File: src/rtl/pc_pkg.sv
// Shared types and constants for the program-counter unit.
// The optional return-address stack is enabled by defining PC_RAS_EN.
package pc_pkg;

    typedef enum logic [1:0] {
        PC_SEQ  = 2'b00,
        PC_REL  = 2'b01,
        PC_REG  = 2'b10,
        PC_TRAP = 2'b11
    } pcsrc_e;

    localparam int INSTR_BYTES = 4;

    // Fetch targets must be word aligned; the two LSBs carry the answer.
    function automatic logic is_misaligned(input logic [1:0] lsbs);
        return lsbs != 2'b00;
    endfunction

endpackage

File: src/rtl/pc_ras.sv
// Circular return-address stack: pointer names the next free slot, count
// saturates at RAS_DEPTH so a push when full silently drops the oldest entry.
module pc_ras
    import pc_pkg::*;
#(
    parameter int WIDTH     = 32,
    parameter int RAS_DEPTH = 4
) (
    input  logic             clk,
    input  logic             rst,
    input  logic             en,
    input  logic             push,
    input  logic             pop,
    input  logic [WIDTH-1:0] din,
    output logic [WIDTH-1:0] top,
    output logic             empty
);

    localparam int PW = $clog2(RAS_DEPTH);
    localparam logic [PW:0] FULL = (PW+1)'(RAS_DEPTH);

    logic [WIDTH-1:0] mem [RAS_DEPTH];
    logic [PW-1:0]    ptr;
    logic [PW:0]      count;
    logic [PW-1:0]    top_idx;

    logic             do_replace;
    logic             do_push;
    logic             do_pop;
    logic             wr_en;
    logic [PW-1:0]    wr_idx;

    assign top_idx = ptr - PW'(1);
    assign empty   = (count == '0);
    assign top     = empty ? '0 : mem[top_idx];

    // Push+pop on a non-empty stack rewrites the top in place; on an empty
    // stack it degrades to a plain push.
    always_comb begin
        do_replace = 1'b0;
        do_push    = 1'b0;
        do_pop     = 1'b0;
        if (en) begin
            if (push && pop && !empty) do_replace = 1'b1;
            else if (push)             do_push    = 1'b1;
            else if (pop && !empty)    do_pop     = 1'b1;
        end
    end

    assign wr_en  = do_replace | do_push;
    assign wr_idx = do_replace ? top_idx : ptr;

    always_ff @(posedge clk) begin
        if (wr_en) mem[wr_idx] <= din;
    end

    always_ff @(posedge clk) begin
        if (!rst) begin
            ptr   <= '0;
            count <= '0;
        end else if (do_push) begin
            ptr <= ptr + PW'(1);
            if (count != FULL) count <= count + (PW+1)'(1);
        end else if (do_pop) begin
            ptr   <= top_idx;
            count <= count - (PW+1)'(1);
        end
    end

endmodule

File: src/rtl/pc_unit.sv
// Program-counter unit: next-PC mux, alignment rejection and PC register.
// Define PC_RAS_EN to build in the return-address stack (pc_ras).
module pc_unit
    import pc_pkg::*;
#(
    parameter int               WIDTH        = 32,
    parameter logic [WIDTH-1:0] RESET_VECTOR = '0,
    parameter int               RAS_DEPTH    = 4
) (
    input  logic             clk,
    input  logic             rst,
    input  logic             en,
    input  logic [1:0]       PCsrc,
    input  logic [WIDTH-1:0] ImmOp,
    input  logic [WIDTH-1:0] rs1,
    input  logic [WIDTH-1:0] trap_vec,
    input  logic             ras_push,
    input  logic             ras_pop,
    output logic [WIDTH-1:0] pc,
    output logic [WIDTH-1:0] pc_plus4,
    output logic             misalign,
    output logic [WIDTH-1:0] ras_top,
    output logic             ras_empty
);

    pcsrc_e           sel;
    logic [WIDTH-1:0] jalr_sum;
    logic [WIDTH-1:0] target;
    logic             reject;

    assign sel      = pcsrc_e'(PCsrc);
    assign pc_plus4 = pc + WIDTH'(INSTR_BYTES);
    assign jalr_sum = rs1 + ImmOp;

    always_comb begin
        target = pc_plus4;
        case (sel)
            PC_SEQ:  target = pc_plus4;
            PC_REL:  target = pc + ImmOp;
            PC_REG:  target = {jalr_sum[WIDTH-1:1], 1'b0};
            PC_TRAP: target = trap_vec;
            default: target = pc_plus4;
        endcase
    end

    // Trap vectors come from privileged state and are trusted as-is.
    assign reject = (sel != PC_TRAP) && is_misaligned(target[1:0]);

    always_ff @(posedge clk) begin
        if (!rst) begin
            pc       <= RESET_VECTOR;
            misalign <= 1'b0;
        end else if (en) begin
            if (reject) begin
                misalign <= 1'b1;
            end else begin
                pc       <= target;
                misalign <= 1'b0;
            end
        end
    end

`ifdef PC_RAS_EN
    pc_ras #(
        .WIDTH     (WIDTH),
        .RAS_DEPTH (RAS_DEPTH)
    ) u_ras (
        .clk   (clk),
        .rst   (rst),
        .en    (en),
        .push  (ras_push),
        .pop   (ras_pop),
        .din   (pc_plus4),
        .top   (ras_top),
        .empty (ras_empty)
    );
`else
    logic unused_ras;
    assign unused_ras = ras_push ^ ras_pop;
    assign ras_top    = '0;
    assign ras_empty  = 1'b1;
`endif

endmodule

File: config.mk
export PLATFORM = sky130hd
export DESIGN_NAME = pc_unit
export DESIGN_NICKNAME = d
export VERILOG_FILES = /design/src/rtl/pc_pkg.sv /design/src/rtl/pc_ras.sv /design/src/rtl/pc_unit.sv
export SDC_FILE = /design/constraint.sdc
export NUM_CORES = 1
export LEC_CHECK = 0
export BUFFER_PORTS_ARGS = -buffer_cell sky130_fd_sc_hd__buf_2
export CAP_MARGIN = 15
export CORE_UTILIZATION = 45
export DETAILED_ROUTE_END_ITERATION = 6
export HOLD_SLACK_MARGIN = 0.1
export PLACE_DENSITY = 0.72
export SLEW_MARGIN = 10
export SYNTH_ARGS = -nofsm -noshare
export SYNTH_HDL_FRONTEND = slang
export SYNTH_HIERARCHICAL = 1
export SYNTH_SLANG_ARGS = --single-unit
File: constraint.sdc
create_clock -name clk -period 3.7 [get_ports clk]
set_clock_uncertainty 0.15 [all_clocks]
set_input_delay 0.185 -clock clk [delete_from_list [all_inputs] [get_ports clk]]
set_output_delay 0.185 -clock clk [all_outputs]
set_load 0.05 [all_outputs]
==> results_dict.tcl <==
set metrics [dict create \
    overflow 0 \
    status "complete, no violations" \
    syn_area_um2 6340 \
    grt_use_total_pct 28.7 \
    cts_sinks 33 \
    fin_tns_setup_ps 0 \
    fin_crit_sh_pct 87.5 \
    rsz0062_at_grt "false" \
    seq_area_um2 661 \
    clockBufferDepth 2 \
    hp-class "in -> reg" \
    ys.flop_type "dfxtp_1" \
    critPathMaxFanout 5 \
    grt_pass1_vias 6251 \
    nets 1166 \
    route.detailed.wl_per_inst_um 17.9 \
    grt_pass1_wl_um 32800 \
    start_util_pct 45.9 \
    io_buffers 165 \
    num_vias 7038 \
    area_growth_pct 15.7 \
    drive_gt1_share_pct 22.1 \
    dpl_worst_slack_ps 495 \
    async_flop_share_pct 0 \
    final_cells 1180 \
    cellLeakagePower_nw 3.48 \
    grt_max_degree 24 \
    setup_violations 0 \
    ir_drop_v 0.000191 \
    cts_tree "yes" \
    htreeDepth 2 \
    viasPerCell 5.96 \
    synth_warnings 6 \
    seq_area_frac_synth_pct 10.4 \
    total_power_mw 2.44 \
    netlist_instances 856 \
    synth_cell_types 72 \
    start_kind "flip-flop" \
    drt_iter0_markers 709 \
    die_w_um 121 \
    slew_viol_final 0 \
    fin_hold_ws_ps 116 \
    multiInputGateArea_um2 5280 \
    num-fill-cells 1393 \
    fp.dieH_um 121 \
    arrival_ps 3250 \
    num_rows 43 \
    numCtsBuffers 5 \
    synth_edf_count 0 \
    dp.final_hpwl_um 17100 \
    routed_wl_um 21200 \
    boundaryPins 201 \
    cp-end-kind "flip-flop" \
    path_clk_slew_ps 60 \
    place_inst 1171 \
    synth.most_common_cell "nand2_1" \
    gp_congestion 0.963 \
    drc 0 \
    finalWorstSetupSlack_ps 462 \
    p_per_area_nw_per_um2 332 \
    min_period_ps 3240 \
    coreArea_um2 13800 \
    tightestPinTransition_ps 743 \
    critical_path_class "reg -> reg" \
    yosysTopAreaCellShare_pct 12.2 \
    ys_top_cells_by_count "96 x nand2_1, 66 x a21oi_1, 62 x ha_1" \
    synth-seq-cells 33 \
    drt_pass1_iterations 7 \
    clock_latency_ps 290 \
    max_freq_mhz 309 \
    required_ps 3710 \
    dieArea_um2 14600 \
    clockRootBuffer "clkbuf_16" \
    synth_area_leaders "ha_1 12%, dfxtp_1 10%, xnor2_1 8.1%" \
    antenna_left 0 \
    finalHoldViolCount 0 \
    synth_top_cell_by_area "ha_1" \
    maxCapViolCount 0 \
    relSlewSlack_pct 50.3 \
    cts_resized 0 \
    antenna_found_initial 0 \
    insertedDiodeCount 0 \
    synth_area_per_cell_um2 7.41 \
]
-- where the power goes --
group          switching (mW)  leakage (nW)  internal [mW]
sequential             0.0789         0.271          0.394
clock                   0.171        0.0799          0.285
combinational           0.982          3.13          0.525
-- cell type report --
cell class,instances,area share (%)
Sequential cell,33,9.00
Inverter,29,1.48
Timing Repair Buffer,176,12.4
Clock buffer,7,2.08
Multi-Input combinational cell,754,71.9
Tap cell,180,3.07
Clock inverter,1,0.0682
-- registers in the layout, indices dropped and copies added, names as in the netlist --
signal,cells
misalign,1
pc,32
-- critical path: stages, from the launching register on --
cell	delay, ps
dfxtp_1	390
ha_1	200
inv_1	60
fa_1	400
nor2b_1	180
o2111ai_1	180
a31o_1	300
and3_1	220
o31a_1	350
a31o_2	280
and3_1	180
o21ai_1	110
o2111ai_1	120
-- kinds of logic after synthesis --
logic type | synth area share, %
flip-flops | 10.4
XOR/XNOR | 10.8
AO/OA/AOI/OAI | 29.4
AND/OR/NAND/NOR | 21.7
other | 0.118
buffers and inverters | 8.20
adder cells (fa/ha/maj) | 12.9
multiplexers | 6.63
-- metal layers --
layer | global-route usage (%) | up-vias | wire (um)
met5 | 0 | - | 0
li1 | - | 3397 | -
met3 | 2.83 | 35 | 1840
met2 | 46.4 | 344 | 9370
met1 | 40.2 | 3262 | 9450
met4 | 8.72 | 0 | 500
-- metrics by stage --
| stage | util (%) | instance area (um2) |
|---|---|---|
| after floorplan | - | 6460 |
| after global placement | 51.9 | 7180 |
| after detailed placement | 51.9 | 7180 |
| after CTS | 53.1 | 7340 |
| after global routing | 53.1 | 7340 |
| final | 53.1 | 7340 |
-- final timing paths --
| kind | from | end | slack, ps | cells past startpoint |
|---|---|---|---|---|
| min reg2reg | misalign$_SDFFE_PN0P_ | misalign$_SDFFE_PN0P_ | 320 | 1 |
| max | pc[0]$_SDFFE_PN0P_ | pc[30]$_SDFFE_PN0P_ | 460 | 12 |
| max reg2reg | pc[0]$_SDFFE_PN0P_ | pc[30]$_SDFFE_PN0P_ | 460 | 12 |
| min | trap_vec[17] | pc[17]$_SDFFE_PN0P_ | 120 | 4 |
-- cell usage in the layout (no fill, tap or decap), types with 5 or more instances in the layout --
cell,count
inv_1,26
o21ai_0,48
and2_1,10
a22oi_1,5
o21bai_1,9
clkbuf_16,5
nor2_1,45
or3_1,5
xor2_1,19
a31oi_1,19
ha_1,62
and3_1,16
a211oi_1,9
nand2_1,96
buf_4,10
nand4_1,25
nor3_1,10
o21a_1,10
buf_2,165
a21o_1,35
a21oi_1,66
a22o_1,5
conb_1,33
nor2b_1,11
nand2b_1,10
xnor2_1,59
mux2i_1,6
nand3_1,31
mux4_2,14
o21ai_1,5
a21boi_0,11
dfxtp_1,33
o211ai_1,8
-- what timing repair did --
| item | in CTS | in global routing |
|---|---|---|
| setup buffers | 0 | 0 |
| endpoints found under the hold margin | 1 | 0 |
| hold buffers | 1 | 0 |
Power figures use the tool's default switching activity.
